`src/rtl/gate_sequencer.sv`:
```
// gate_sequencer: sequences the entry barrier through open, hold and close
// phases once entry is permitted. Travel is timed (no limit switches); a
// position counter tracks travel so an obstacle while closing reverses the
// gate from wherever it currently is.
//
// Ports:
//   clk          system clock, rising edge
//   rst_n        synchronous active-low reset
//   enable_in    entry permitted (level, synchronous)
//   pass_sensor  1 = vehicle under the gate (debounced, synchronous)
//   motor_out    00 stop, 01 open, 10 close (11 never driven)
//   gate_open    1 while in OPEN
//   busy         1 whenever not CLOSED
//   car_passed   one-cycle pulse per vehicle departure from under the gate
//   state_out    current state encoding (CLOSED=0 OPENING=1 OPEN=2 CLOSING=3)
module gate_sequencer #(
    parameter int unsigned TRAVEL_CYCLES = 50,
    parameter int unsigned HOLD_CYCLES   = 100
) (
    input  logic       clk,
    input  logic       rst_n,
    input  logic       enable_in,
    input  logic       pass_sensor,
    output logic [1:0] motor_out,
    output logic       gate_open,
    output logic       busy,
    output logic       car_passed,
    output logic [2:0] state_out
);

    localparam int unsigned PW = $clog2(TRAVEL_CYCLES + 1);
    localparam int unsigned HW = $clog2(HOLD_CYCLES);

    localparam logic [PW-1:0] POS_FULL  = PW'(TRAVEL_CYCLES);
    localparam logic [PW-1:0] POS_LAST  = PW'(TRAVEL_CYCLES - 1);
    localparam logic [PW-1:0] POS_ONE   = PW'(1);
    localparam logic [HW-1:0] HOLD_LAST = HW'(HOLD_CYCLES - 1);

    typedef enum logic [1:0] {
        ST_CLOSED  = 2'd0,
        ST_OPENING = 2'd1,
        ST_OPEN    = 2'd2,
        ST_CLOSING = 2'd3
    } state_e;

    state_e        state_q, state_d;
    logic [PW-1:0] pos_q, pos_d;
    logic [HW-1:0] hold_q, hold_d;
    logic          sens_q, sens_d;
    logic          car_passed_q, car_passed_d;

    always_ff @(posedge clk) begin
        if (!rst_n) begin
            state_q      <= ST_CLOSED;
            pos_q        <= '0;
            hold_q       <= '0;
            sens_q       <= 1'b0;
            car_passed_q <= 1'b0;
        end else begin
            state_q      <= state_d;
            pos_q        <= pos_d;
            hold_q       <= hold_d;
            sens_q       <= sens_d;
            car_passed_q <= car_passed_d;
        end
    end

    always_comb begin
        state_d      = state_q;
        pos_d        = pos_q;
        hold_d       = hold_q;
        sens_d       = pass_sensor;
        // Departure = sensor falling edge while the gate is anywhere but shut.
        car_passed_d = sens_q & ~pass_sensor & (state_q != ST_CLOSED);

        unique case (state_q)
            ST_CLOSED: begin
                if (enable_in) begin
                    state_d = ST_OPENING;
                end
            end
            ST_OPENING: begin
                // ">=" also covers a reversal on the very first closing cycle,
                // where pos is still at full travel; pos then never exceeds it.
                if (pos_q >= POS_LAST) begin
                    state_d = ST_OPEN;
                    pos_d   = POS_FULL;
                    hold_d  = '0;
                end else begin
                    pos_d = pos_q + 1'b1;
                end
            end
            ST_OPEN: begin
                if (pass_sensor) begin
                    hold_d = '0;
                end else if (hold_q == HOLD_LAST) begin
                    state_d = ST_CLOSING;
                    hold_d  = '0;
                end else begin
                    hold_d = hold_q + 1'b1;
                end
            end
            ST_CLOSING: begin
                // Obstacle wins over reaching the closed position; pos holds.
                if (pass_sensor) begin
                    state_d = ST_OPENING;
                end else if (pos_q <= POS_ONE) begin
                    state_d = ST_CLOSED;
                    pos_d   = '0;
                end else begin
                    pos_d = pos_q - 1'b1;
                end
            end
            default: begin
                state_d = ST_CLOSED;
            end
        endcase
    end

    always_comb begin
        motor_out = 2'b00;
        unique case (state_q)
            ST_OPENING: motor_out = 2'b01;
            ST_CLOSING: motor_out = 2'b10;
            default:    motor_out = 2'b00;
        endcase
    end

    assign gate_open  = (state_q == ST_OPEN);
    assign busy       = (state_q != ST_CLOSED);
    assign state_out  = {1'b0, state_q};
    assign car_passed = car_passed_q;

endmodule

```
`config.mk`:
```
export PLATFORM = sky130hd
export DESIGN_NAME = gate_sequencer
export DESIGN_NICKNAME = d
export VERILOG_FILES = /design/src/rtl/gate_sequencer.sv
export SDC_FILE = /design/constraint.sdc
export NUM_CORES = 1
export LEC_CHECK = 0
export BUFFER_PORTS_ARGS = -buffer_cell sky130_fd_sc_hd__buf_4
export CAP_MARGIN = 20
export CORE_MARGIN = 2
export CORE_UTILIZATION = 35
export CTS_CLUSTER_DIAMETER = 60
export CTS_CLUSTER_SIZE = 16
export DETAILED_ROUTE_END_ITERATION = 7
export GPL_ROUTABILITY_DRIVEN = 0
export PLACE_DENSITY = 0.53
export SLEW_MARGIN = 40
export SYNTH_ARGS = -nofsm -noshare
export SYNTH_HDL_FRONTEND = slang
export SYNTH_SLANG_ARGS = --single-unit
```
`constraint.sdc`:
```
create_clock -name clk -period 1.64 [get_ports clk]
set_input_delay 0.328 -clock clk [delete_from_list [all_inputs] [get_ports clk]]
set_output_delay 0.328 -clock clk [all_outputs]
set_load 0.01 [all_outputs]
```
# [Word-level counts from Yosys, hierarchy flattened]
# Index checks and enable logic that the tools add are counted.
[classes] bitwise_logic=3 mux=16 reduce_logical=7 n_eq_ne=10 order_cmp=2 n_addsub=3
[op_table] cell="$mux W7" n=3
[op_table] cell="$mux W6" n=3
[op_table] cell="$pmux W7 S2" n=1
[op_table] cell="$mux W2" n=6
[op_table] cell="$pmux W6 S2" n=1
[op_table] cell="$ne A2 B2 Y1 const B" n=4
[op_table] cell="$pmux W2 S4" n=1
[op_table] cell="$add A7 B1 Y7 const B" n=1
[op_table] cell="$eq A7 B7 Y1 const B" n=1
[op_table] cell="$add A6 B1 Y6 const B" n=1
[op_table] cell="$ge A6 B6 Y1 const B" n=1
[op_table] cell="$le A6 B1 Y1 const B" n=1
[op_table] cell="$reduce_bool A2 Y1" n=3
[op_table] cell="$sub A6 B1 Y6 const B" n=1
[op_table] cell="$reduce_and A5 Y1" n=1
[op_table] cell="$eq A2 B2 Y1 const B" n=2
[op_table] cell="$pmux W2 S2" n=1
[op_table] cell="$reduce_and A2 Y1" n=2
[op_table] cell="$ne A3 B3 Y1 const B" n=1
[op_table] cell="$and A1 B1 Y1" n=2
[op_table] cell="$eq A2 B1 Y1 const B" n=1
[op_table] cell="$logic_not A2 Y1" n=1
[op_table] cell="$ne A2 B1 Y1 const B" n=1
[op_table] cell="$not A1 Y1" n=1
[totals] ff_bits=17 out_inout_bits=8 inputBits=4

# [Logic depth before layout (Yosys ltp)]
[logic_depth] word_depth=4 depth_mapped=7 depth_no_buf=7

# [Least setup slack after synthesis]
# OpenSTA, ideal clock, no wires.
[synth_path] path_type="reg2reg" from="register pos_q[1]" to="register state_q[0]" synth_period_minus_slack_ps=1773 setup_ps=79 required_time_ps=1561 n_path_buf=0 path_stages_with_launch=8 t_arrival_ps=1694 path_slack_ps=-133 cell_sequence="dfxtp_1 > inv_1 > ha_1 > nor4b_4 > nor2_2 > o221ai_2 > mux2_4 > a22oi_1"
[synth_between] elab_chain_cells=3 word_cells_on_any_way=5 cone_classes="2 x order compare; 2 x eq/ne; 1 x reduce/logical"
[synth_rtl] item="start: declaration" line_no="47" source="logic [PW-1:0] pos_q, pos_d;"
[synth_rtl] item="start signal: assignment" line_no="61" source="pos_q <= pos_d;"
[synth_rtl] item="$le A6 B1 Y1 or $ge A6 B6 Y1 (tied branches)" line_no="107, 85"
[synth_rtl] item="$ne A3 B3 Y1 (no line) or $ne A2 B2 Y1 (tied branches)"
[synth_rtl] item="$reduce_and A5 Y1 (no line) *"
[synth_rtl] item="end signal: assignment" line_no="60" source="state_q <= state_d;"
[synth_rtl] item="end: declaration" line_no="46" source="state_e state_q, state_d;"
# Mark *: on every way between the ends. The rest lies on a longest branch, timed or not.
# A chain may end at the register's enable or synchronous reset.

# [Final worst setup path]
[layout_path] from="register pos_q[1]" to="register state_q[1]"
# Same word-level chain as after synthesis.

==> tab_implementation.tex <==
\begin{tabular}{lr}
\hline
Metric & Value \\
\hline
\multicolumn{2}{l}{\textbf{Routing}} \\
DR vias & 1142 \\
Number of vias per cell & 5.19 \\
Count of nets left with antenna violations after detail routing & 0 \\
First-pass iteration count of the detailed router & 5 \\
WL per Instance & approximately 13 µm \\
WL final & 2.95 mm \\
Number of DRC markers after the initial detailed-route iteration & between 50 and 60 \\
Residual DRC & 0 \\
\multicolumn{2}{l}{\textbf{Synthesis}} \\
Mean area per synthesized cell & around 8.2 µm² \\
Total nets after synthesis & $\sim$150 \\
Cell types with the largest area share after synthesis & sky130\_fd\_sc\_hd\_\_dfxtp\_1, sky130\_fd\_sc\_hd\_\_ha\_1, sky130\_fd\_sc\_hd\_\_nand2\_1 \\
Portion of synthesized cell area occupied by the leading cell type & 0.295 \\
Cell type with the largest total area after synthesis & sky130\_fd\_sc\_hd\_\_dfxtp\_1 \\
Gate Count Post-Synth & between 100 and 150 \\
Count of synthesis-stage warnings from yosys & 0 \\
Yosys cell types & 44 \\
Synthesized area & between 1000 and 1500 µm² \\
Predominant post-synthesis flop cell & sky130\_fd\_sc\_hd\_\_dfxtp\_1 \\
Sequential share of the synthesized area & 0.295 \\
Ys async rst share & 0 \\
Flops \& latches, synth & 17 \\
Number of flops mapped to enable cells by yosys & 0 \\
\multicolumn{2}{l}{\textbf{STA}} \\
Post-route minimum period & between 1.5 and 2 ns \\
Unrepaired setup endpoints after global routing & true \\
Slack of the critical path & -0.0510 ns \\
Final hold vios & 0 \\
Worst Hold Margin & roughly 0.21 ns \\
FMAX & slightly below 600 MHz \\
Worst clock skew & between 0.01 and 0.015 ns \\
Period Utilization, post-route & 1.03 \\
Count of final setup violators & 6 \\
Final count of pins violating max slew & 0 \\
\multicolumn{2}{l}{\textbf{Global route}} \\
Global-route usage over all layers & 0.165 \\
First-pass GRT wire length & roughly 4.6 mm \\
Number of global-route vias before repair & 1043 \\
Maximum number of pins on one net before global-route repair & 17 \\
Initial antenna violation count & 0 \\
Total gr overflow & 0 \\
\multicolumn{2}{l}{\textbf{Clock network}} \\
Clock tree from TritonCTS & built \\
Largest buffer count on any clock path & 2 \\
H-tree Lvls & 1 \\
Clock Pin Slew Worst Setup and Hold Paths & approximately 0.13 ns \\
Number of sinks handled by clock tree synthesis & 17 \\
Buffer type at the clock tree root & sky130\_fd\_sc\_hd\_\_clkbuf\_4 \\
Clock buffer count from CTS & 3 \\
Source-to-sink clock delay at the later pin of the worst-skew pair & 0.31 ns \\
\multicolumn{2}{l}{\textbf{Die}} \\
Count of standard-cell rows & 20 \\
DIE HEIGHT & around 60 µm \\
Core region area & around 3100 µm² \\
Starting density of the core & 0.372 \\
Die width & between 60 and 70 µm \\
Number of placed I/O pins & 12 \\
Die area & about 3800 µm² \\
\multicolumn{2}{l}{\textbf{Worst setup path}} \\
Kind of cell with the highest combined delay on the critical path & simple AND/OR/NAND/NOR gates \\
Crit path max-delay cell type & sky130\_fd\_sc\_hd\_\_dfxtp\_4 \\
Crit Path Max Fanout & 3 \\
Capturing element type of the critical path & register \\
Combined buffer and inverter count along the critical path & 2 \\
Crit-path cells & inv\_4 -> ha\_4 -> nor4b\_4 -> nor2\_2 -> o221ai\_2 -> buf\_4 -> nand2b\_4 -> mux2i\_1 \\
Longest individual stage delay on the worst path & approximately 0.37 ns \\
Class of the most critical setup path & reg2reg \\
Required time at the endpoint of the critical path & 1.89 ns \\
Startpoint Class & register \\
Arrival time reported for the critical path endpoint & slightly below 2 ns \\
\multicolumn{2}{l}{\textbf{Cells and area}} \\
Ant. Diodes & 0 \\
Finished Cell Area & approximately 1600 µm² \\
Post-Route Utilization & 0.527 \\
Layout cell share with drive strength beyond 1 & 0.392 \\
Area growth from synthesis to layout & 41.5\% \\
Final net count & 190 \\
\multicolumn{2}{l}{\textbf{Power and ir drop}} \\
Maximum resistive drop on vdd & $\sim$0.62 mV \\
Leakage & around 0.68 nW \\
Total power per unit cell area & between 1000 and 1500 nW/µm² \\
Pwr Total & around 2.3 mW \\
\multicolumn{2}{l}{\textbf{Hold path}} \\
Hold Path Class & in2reg \\
\multicolumn{2}{l}{\textbf{Place}} \\
Area post-placement & 1450 µm² \\
Detail Placement HPWL & $\sim$2.1 mm \\
Number of I/O port buffers & 10 \\
\multicolumn{2}{l}{\textbf{Outcome}} \\
Violations in the final reports & negative setup slack \\
Run status & finished, violations left \\
\multicolumn{2}{l}{\textbf{Run}} \\
Number of maximum-capacitance violations & 0 \\
\hline
\end{tabular}
==> cells by family (layout without fill, tap and decap cells) <==
logic type	Yosys count	count (layout)	synth area share
DFF	17	17	0.295
xor gates and xnor gates	7	7	0.0531
buffers and inverters	16	51	0.0585
AOI/OAI and AO/OA	31	31	0.192
muxes	2	2	0.0217
and+or+nand+nor	58	58	0.280
other	1	1	0.00325
adders and majority gates	9	9	0.0975
==> power breakdown <==
| group | switching [mW] | internal, mW |
|---|---|---|
| Sequential | 0.0651 | 0.483 |
| Combinational | 0.725 | 0.811 |
| Clock | 0.163 | 0.0946 |
| Total | 0.953 | 1.39 |
==> routing by layer <==
metal	vias to the layer above	wire length [µm]	GRT usage
li1	573	-	-
met1	542	1370	0.222
met2	22	1460	0.271
met3	5	82	0.0252
met4	0	42	0.0547
met5	-	0	0
==> placed cells by master, fill, tap and decap left out, types with 2 or more instances in the layout <==
cell type | netlist | routed
sky130_fd_sc_hd__buf_4 | 1 | 36
sky130_fd_sc_hd__nand2_1 | 16 | 15
sky130_fd_sc_hd__dfxtp_1 | 17 | 14
sky130_fd_sc_hd__nor2_1 | 10 | 10
sky130_fd_sc_hd__o21ai_0 | 10 | 9
sky130_fd_sc_hd__inv_1 | 10 | 8
sky130_fd_sc_hd__xor2_1 | 6 | 6
sky130_fd_sc_hd__nand3_1 | 6 | 5
sky130_fd_sc_hd__nand4_1 | 4 | 4
sky130_fd_sc_hd__nor3_1 | 4 | 4
sky130_fd_sc_hd__ha_1 | 9 | 4
sky130_fd_sc_hd__and3_1 | 3 | 3
sky130_fd_sc_hd__nand2b_1 | 4 | 3
sky130_fd_sc_hd__ha_2 | 0 | 3
sky130_fd_sc_hd__clkbuf_4 | 0 | 3
sky130_fd_sc_hd__inv_4 | 0 | 2
sky130_fd_sc_hd__nor4b_4 | 2 | 2
sky130_fd_sc_hd__and2_1 | 2 | 2
sky130_fd_sc_hd__a21oi_1 | 2 | 2
sky130_fd_sc_hd__nor2b_1 | 2 | 2
sky130_fd_sc_hd__o32ai_2 | 0 | 2
sky130_fd_sc_hd__ha_4 | 0 | 2
sky130_fd_sc_hd__dfxtp_2 | 0 | 2
==> metrics by stage <==
| step | instances | setup WS, ns | setup TNS (ns) |
|---|---|---|---|
| floorplan | 141 | -0.0238 | -0.0368 |
| global placement | 212 | -0.0576 | -0.174 |
| detailed placement | 212 | -0.0968 | -0.399 |
| CTS | 217 | -0.0686 | -0.350 |
| global route | 220 | -0.181 | -1.20 |
| finish | 220 | -0.0510 | -0.182 |
==> timing repair <==
| action | in CTS | in global routing |
|---|---|---|
| endpoints found under the setup margin | 12 | 17 |
| gates resized for setup | 7 | 17 |
| buffers inserted | 1 | 3 |
| pin swaps | 5 | 9 |
| hold buffers | 0 | 0 |
==> synthesized netlist by cell type (all sizes together), types with 2 or more instances <==
cell,count
and2,2
clkbuf,3
nor3,4
dfxtp,17
nor4,2
nand4,4
nor4b,2
nand2b,4
o22ai,2
o32ai,3
xor2,6
nand2,16
nor2b,2
nand3,6
o21ai,11
a21oi,2
ha,9
inv,10
and3,3
nor2,11
buf,3
==> layout make-up <==
| cell class | count | area [µm²] |
|---|---|---|
| timing repair buffer | 37 | 282 |
| inverter | 10 | 40.0 |
| multi-input combinational | 108 | 882 |
| clock inverter | 1 | 6.26 |
| tap | 44 | 55.1 |
| clock buffer | 3 | 22.5 |
| fill | 299 | 1470 |
| sequential | 17 | 347 |
==> path summary, 6_finish.rpt <==
kind / start / endpoint / slack (ns) / cells after the start
max: pos_q[1] / state_q[1] / -0.05 / 8
min: pass_sensor / car_passed / 0.21 / 2
max reg2reg: pos_q[1] / state_q[1] / -0.05 / 8
min reg2reg: sens_q / car_passed / 0.43 / 2
==> sequential cells by signal, indices dropped and copies added, names as in the netlist <==
name,cells
sens_q,1
pos_q,6
state_q,2
car_passed,1
hold_q,7
==> worst register-to-register path, stage by stage (launching register included) <==
cell,delay (ns)
sky130_fd_sc_hd__dfxtp_4,0.37
sky130_fd_sc_hd__inv_4,0.04
sky130_fd_sc_hd__ha_4,0.16
sky130_fd_sc_hd__nor4b_4,0.32
sky130_fd_sc_hd__nor2_2,0.11
sky130_fd_sc_hd__o221ai_2,0.20
sky130_fd_sc_hd__buf_4,0.16
sky130_fd_sc_hd__nand2b_4,0.11
sky130_fd_sc_hd__mux2i_1,0.18
No activity file was read; power rests on OpenSTA's default activity.
